==> config.mk <==
export PLATFORM = sky130hd
export DESIGN_NAME = board_mem_arbiter
export DESIGN_NICKNAME = d
export VERILOG_FILES = /design/src/rtl/board_mem_arbiter.sv
export SDC_FILE = /design/constraint.sdc
export NUM_CORES = 1
export LEC_CHECK = 0
export CELL_PAD_IN_SITES_DETAIL_PLACEMENT = 2
export CELL_PAD_IN_SITES_GLOBAL_PLACEMENT = 2
export CORE_MARGIN = 3
export CORE_UTILIZATION = 23
export DETAILED_ROUTE_END_ITERATION = 16
export GPL_TIMING_DRIVEN = 0
export PLACE_DENSITY = 0.74
export SLEW_MARGIN = 15
export SYNTH_ARGS = -nofsm -noshare
export SYNTH_HDL_FRONTEND = slang
export SYNTH_SLANG_ARGS = --single-unit
export TNS_END_PERCENT = 20
==> constraint.sdc <==
create_clock -name clk_25M -period 2.25 [get_ports clk_25M]
set_input_delay 0.225 -clock clk_25M [delete_from_list [all_inputs] [get_ports clk_25M]]
set_output_delay 0.225 -clock clk_25M [all_outputs]
set_load 0.01 [all_outputs]
==> src/rtl/board_mem_arbiter.sv <==
// Board RAM arbiter for the 15x15 game board: video reads own fixed slots, game-logic writes
// and full-board clears use the remaining free cycles of the single-port RAM.
module board_mem_arbiter (
    input  logic        clk_25M,
    input  logic        rst_p,
    input  logic [11:0] pixel_x,
    input  logic [11:0] pixel_y,
    input  logic        video_on,
    input  logic        wr_req,
    input  logic [3:0]  wr_row,
    input  logic [3:0]  wr_col,
    input  logic [1:0]  wr_data,
    input  logic        clr_req,
    output logic        wr_ack,
    output logic        wr_err,
    output logic        busy,
    output logic        clr_done,
    output logic        mem_en,
    output logic        mem_we,
    output logic [7:0]  mem_addr,
    output logic [1:0]  mem_wdata,
    input  logic [1:0]  mem_rdata,
    output logic [1:0]  cell_state
);

    typedef enum logic [1:0] {StIdle, StWrite, StAck, StClear} state_e;

    localparam logic [7:0] LastAddr = 8'd224;

    state_e     state_q, state_d;
    logic [7:0] clr_addr_q, clr_addr_d;
    logic       err_q, err_d;
    logic       done_q, done_d;
    logic       rd_pend_q;
    logic [1:0] cell_q;

    logic [11:0] x_off;
    logic        video_slot;
    logic        wr_in_range;

    function automatic logic [7:0] cell_addr(input logic [3:0] row, input logic [3:0] col);
        return ({row, 4'b0000} - {4'b0000, row}) + {4'b0000, col};
    endfunction

    // Slots sit two pixels ahead of each cell so the data is registered before the cell starts.
    // Wrap-around of x_off below 78 makes the single upper-bound compare sufficient.
    assign x_off       = pixel_x - 12'd78;
    assign video_slot  = video_on && (pixel_y < 12'd480) && (x_off <= 12'd448)
                         && (x_off[4:0] == 5'd0);
    assign wr_in_range = (wr_row <= 4'd14) && (wr_col <= 4'd14);

    always_comb begin
        state_d    = state_q;
        clr_addr_d = clr_addr_q;
        err_d      = err_q;
        done_d     = 1'b0;
        mem_en     = 1'b0;
        mem_we     = 1'b0;
        mem_addr   = 8'd0;
        mem_wdata  = 2'd0;
        wr_ack     = 1'b0;
        wr_err     = 1'b0;

        if (video_slot) begin
            mem_en   = 1'b1;
            mem_addr = cell_addr(pixel_y[8:5], x_off[8:5]);
        end

        unique case (state_q)
            StIdle: begin
                if (clr_req) begin
                    state_d    = StClear;
                    clr_addr_d = 8'd0;
                end else if (wr_req) begin
                    state_d = wr_in_range ? StWrite : StAck;
                    err_d   = !wr_in_range;
                end
            end
            StWrite: begin
                if (!video_slot) begin
                    mem_en    = 1'b1;
                    mem_we    = 1'b1;
                    mem_addr  = cell_addr(wr_row, wr_col);
                    mem_wdata = wr_data;
                    state_d   = StAck;
                end
            end
            StAck: begin
                wr_ack  = 1'b1;
                wr_err  = err_q;
                state_d = StIdle;
            end
            StClear: begin
                if (!video_slot) begin
                    mem_en    = 1'b1;
                    mem_we    = 1'b1;
                    mem_addr  = clr_addr_q;
                    mem_wdata = 2'd0;
                    if (clr_addr_q == LastAddr) begin
                        state_d = StIdle;
                        done_d  = 1'b1;
                    end else begin
                        clr_addr_d = clr_addr_q + 8'd1;
                    end
                end
            end
            default: state_d = StIdle;
        endcase

        if (rst_p) begin
            mem_en = 1'b0;
            mem_we = 1'b0;
        end
    end

    always_ff @(posedge clk_25M) begin
        if (rst_p) begin
            state_q    <= StIdle;
            clr_addr_q <= 8'd0;
            err_q      <= 1'b0;
            done_q     <= 1'b0;
            rd_pend_q  <= 1'b0;
            cell_q     <= 2'd0;
        end else begin
            state_q    <= state_d;
            clr_addr_q <= clr_addr_d;
            err_q      <= err_d;
            done_q     <= done_d;
            rd_pend_q  <= video_slot;
            if (rd_pend_q) begin
                cell_q <= mem_rdata;
            end
        end
    end

    assign busy       = (state_q == StClear);
    assign clr_done   = done_q;
    assign cell_state = (video_on && (pixel_x >= 12'd80) && (pixel_x < 12'd560)) ? cell_q : 2'd0;

endmodule

==> out/summary.md <==
## Final layout
- **Post-layout nets** 355
- **Filler Cell Count** 831
- **post-route insts no fill** 398
- **share of layout cells above drive strength 1** 26.1%
- **final core occ** 36.3%
- **Area Growth Syn to Fin** 51.1%
- **count of inserted antenna diode cells** 0

## Routing
- **DRC violation count after routing** 0
- **average routed wire per standard cell** 16.6 um
- **antenna viol nets, final** 0
- **first-pass detailed-route iteration total** 4
- **routed wire length** 6600 um
- **routed vias/inst** 4.98
- **number of DRC markers in iteration 0** 76
- **vias after detailed routing** 1983

## Logic synthesis
- **number of enable flip-flop cells after synthesis** 0
- **sequential share of the synthesized area** 17.1%
- **number of warnings reported in the yosys synthesis log** 0
- **Post-synth top flop** sky130_fd_sc_hd__dfxtp_1
- **mean instance size in the synthesized netlist** 7.78 um^2
- **area of the mapped netlist** 0.00176 mm^2
- **syn nets** 281
- **async set or reset register ratio after synthesis** 0%
- **count of mapped cells out of synthesis** 226
- **number of synthesized register bits** 15
- **number of library cell types mapped by synthesis** 55

## Setup path
- **arrival time reported for the critical path endpoint** 2.35 ns
- **cell type group with the largest total delay on the critical path** compound AO/OA/AOI/OAI gates
- **worst path required time** 2.03 ns
- **Setup Crit Path Kind** input pin to primary output
- **startpoint type of the worst setup path** input pin
- **endpoint class of the critical path** primary output
- **maximum net fanout on the critical path** 4
- **cell with the largest stage delay on the worst path** sky130_fd_sc_hd__a311o_2
- **buffers and inverters on the worst path** 3
- **slowest stage delay, CP** 0.42 ns
- **list of cells traversed by the critical path** buf_8, a311o_2, a21oi_2, xor2_1, ha_1, buf_6, a2111oi_4, xnor2_1, mux2i_1, buf_2

## Clock tree
- **buffer cell driving the clock tree root** sky130_fd_sc_hd__clkbuf_8
- **insertion delay of the later-clocked pin in the worst-skew pair** 0.26 ns
- **clk sinks** 15
- **Reg clk slew, reported paths** 0.07 ns
- **# hold bufs at CTS** 0
- **maximum buffer depth of the clock tree** 2
- **clock tree from TritonCTS** done
- **TritonCTS Buffers** 3
- **H-Tree Depth** 1

## Timing
- **final critical path time including I/O delays and setup** 2.58 ns
- **minimum hold slack** 0.512 ns
- **upper clock frequency limit** 388 MHz
- **slew margin rel.** 55.6%
- **ratio of final minimum period to clock period** 115%
- **unrepaired setup endpoints after global routing** yes
- **Finish-stage setup viols** 9
- **actual slew at the worst max-slew pin** 0.665 ns
- **Layout Skew** 0.00287 ns
- **max-slew violation count** 0
- **final hold violation count** 0
- **aggregate negative setup slack** -1.86 ns
- **worst setup margin** -0.330 ns

## Power and ir drop
- **Seq pwr share** 27.5%
- **clock group share of total power** 23.5%
- **Final Power** 1030 uW
- **Internal Pwr Total** 640 uW
- **VDD IR-drop max** 0.245 mV
- **P_sw** 394 uW
- **switch share** 38.1%
- **Logic pwr share** 49.0%
- **Cell Pwr Density** 389 mW/mm^2
- **cell leakage power** 0.00115 uW

## Global routing
- **number of global-route vias before repair** 2159
- **largest net degree at the start of global routing** 11
- **global-route wire length before repair** 10800 um
- **number of antenna violations at the first check in global routing** 0
- **Congestion Overflow GR** 0
- **overall global routing resource usage** 15.4%

## Die
- **initial core utilization** 24.0%
- **I/O pin cnt** 59
- **Die Wd** 93.5 um
- **Die Footprint** 0.00873 mm^2
- **die height** 93.5 um
- **area of the placeable core** 0.00733 mm^2
- **row count** 31

## Job
- **Maximum Capacitance Violations** 0

## Placement
- **last weighted congestion value of the routability-driven placer** 0.767
- **total of buffers placed on input and output ports** 50
- **number of instances in the placed design** 375
- **detailed placer's ending HPWL** 4810 um

## Hold path
- **worst min-delay path category** flop to flop

## Run status
- **violated checks** setup timing
- **outcome** complete, but fails checks

## synth_stat cells (3+ instances only)
| cell type | n | area [um^2] |
|---|---|---|
| sky130_fd_sc_hd__nor2_1 | 14 | 52.6 |
| sky130_fd_sc_hd__nand2b_1 | 6 | 37.5 |
| sky130_fd_sc_hd__inv_1 | 19 | 71.3 |
| sky130_fd_sc_hd__nor4_1 | 4 | 25.0 |
| sky130_fd_sc_hd__buf_2 | 3 | 15.0 |
| sky130_fd_sc_hd__nand4_1 | 7 | 43.8 |
| sky130_fd_sc_hd__and3_1 | 7 | 43.8 |
| sky130_fd_sc_hd__mux2i_1 | 7 | 70.1 |
| sky130_fd_sc_hd__nand2_1 | 18 | 67.6 |
| sky130_fd_sc_hd__nand3_1 | 9 | 45.0 |
| sky130_fd_sc_hd__a21oi_1 | 7 | 35.0 |
| sky130_fd_sc_hd__xnor2_1 | 10 | 87.6 |
| sky130_fd_sc_hd__clkbuf_1 | 5 | 18.8 |
| sky130_fd_sc_hd__xor2_1 | 7 | 61.3 |
| sky130_fd_sc_hd__a21o_1 | 5 | 37.5 |
| sky130_fd_sc_hd__nor2b_1 | 4 | 25.0 |
| sky130_fd_sc_hd__ha_1 | 12 | 150 |
| sky130_fd_sc_hd__o21ai_0 | 13 | 65.1 |
| sky130_fd_sc_hd__nor3_1 | 4 | 20.0 |
| sky130_fd_sc_hd__dfxtp_1 | 15 | 300 |
## path summary, 6_finish.rpt
| path | depth (start not counted) | to | from | slack, ns |
|---|---|---|---|---|
| max | 10 | mem_addr[7] | pixel_x[2] | -0.33 |
| min reg2reg | 2 | cell_q[1] | cell_q[1] | 0.51 |
| min | 2 | cell_q[1] | cell_q[1] | 0.51 |
| max reg2reg | 6 | clr_addr_q[7] | state_q[1] | 0.50 |
## cells in the final DEF, fill, tap and decap left out, types with 7 or more instances in the layout
cell	Yosys	layout
sky130_fd_sc_hd__inv_1	19	19
sky130_fd_sc_hd__nand3_1	9	8
sky130_fd_sc_hd__buf_4	0	17
sky130_fd_sc_hd__clkdlybuf4s50_1	0	25
sky130_fd_sc_hd__xnor2_1	10	10
sky130_fd_sc_hd__dlygate4sd2_1	0	9
sky130_fd_sc_hd__nand4_1	7	7
sky130_fd_sc_hd__ha_1	12	9
sky130_fd_sc_hd__dfxtp_1	15	15
sky130_fd_sc_hd__mux2i_1	7	7
sky130_fd_sc_hd__buf_2	3	12
sky130_fd_sc_hd__nor2_1	14	13
sky130_fd_sc_hd__xor2_1	7	7
sky130_fd_sc_hd__nand2_1	18	17
sky130_fd_sc_hd__and3_1	7	7
## routing by layer
| metal | track usage, % | share of wire [%] |
|---|---|---|
| met1 | 18.8 | 45 |
| met2 | 28.1 | 50 |
| met3 | 2.82 | 4.5 |
| met4 | 3.30 | 0.95 |
| met5 | 0 | 0 |
## registers in the layout, indices dropped and copies added, names as in the netlist
register	flops
rd_pend_q	1
clr_addr_q	8
cell_q	2
clr_done	1
err_q	1
state_q	2
## power groups by stage
| stage | clock (uW) | sequential, uW | combinational (uW) |
|---|---|---|---|
| floorplan | 0 | 286 | 247 |
| global placement | 0 | 290 | 430 |
| detailed placement | 0 | 291 | 440 |
| CTS | 247 | 285 | 477 |
| global route | 260 | 287 | 563 |
| finish | 243 | 285 | 506 |
## kinds of logic (layout without fill, tap and decap cells)
| kind of cell | after synthesis | count (layout) | synth area share, % |
|---|---|---|---|
| and+or+nand+nor | 85 | 85 | 26.0 |
| AOI/OAI and AO/OA | 55 | 55 | 23.8 |
| buffers and inverters | 31 | 104 | 8.32 |
| xor gates and xnor gates | 18 | 18 | 9.39 |
| DFF | 15 | 15 | 17.1 |
| adders and majority gates | 14 | 14 | 10.8 |
| muxes | 8 | 8 | 4.62 |
## through the flow
stage                     setup slack, ns  instance area (um^2)
after floorplan                   -0.0823                  1770
after global placement              -1.27                  2390
after detailed placement            -1.32                  2390
after CTS                          -0.427                  2570
after global routing               -0.477                  2660
final                              -0.330                  2660
## cell type report
cell class / instances / area [um^2] / share of cell area, %
inverter: 19 / 71.3 / 2.68
tap: 99 / 124 / 4.66
sequential: 15 / 300 / 11.3
buffer: 12 / 78.8 / 2.97
timing repair buffer: 69 / 618 / 23.3
multi-input combinational: 180 / 1420 / 53.4
clock inverter: 1 / 5.00 / 0.188
clock buffer: 3 / 41.3 / 1.55
## tightest hold or removal path: stages, from the launching register on
cell and delay (ns):
sky130_fd_sc_hd__dfxtp_1 0.34, sky130_fd_sc_hd__mux2i_1 0.07, sky130_fd_sc_hd__nor2_1 0.08
## repair_timing
action	CTS	global route
setup endpoints to repair	25	14
pin swaps	17	12
resized for setup	88	23
setup buffers	14	5
No activity file was read; power rests on OpenSTA's default activity.
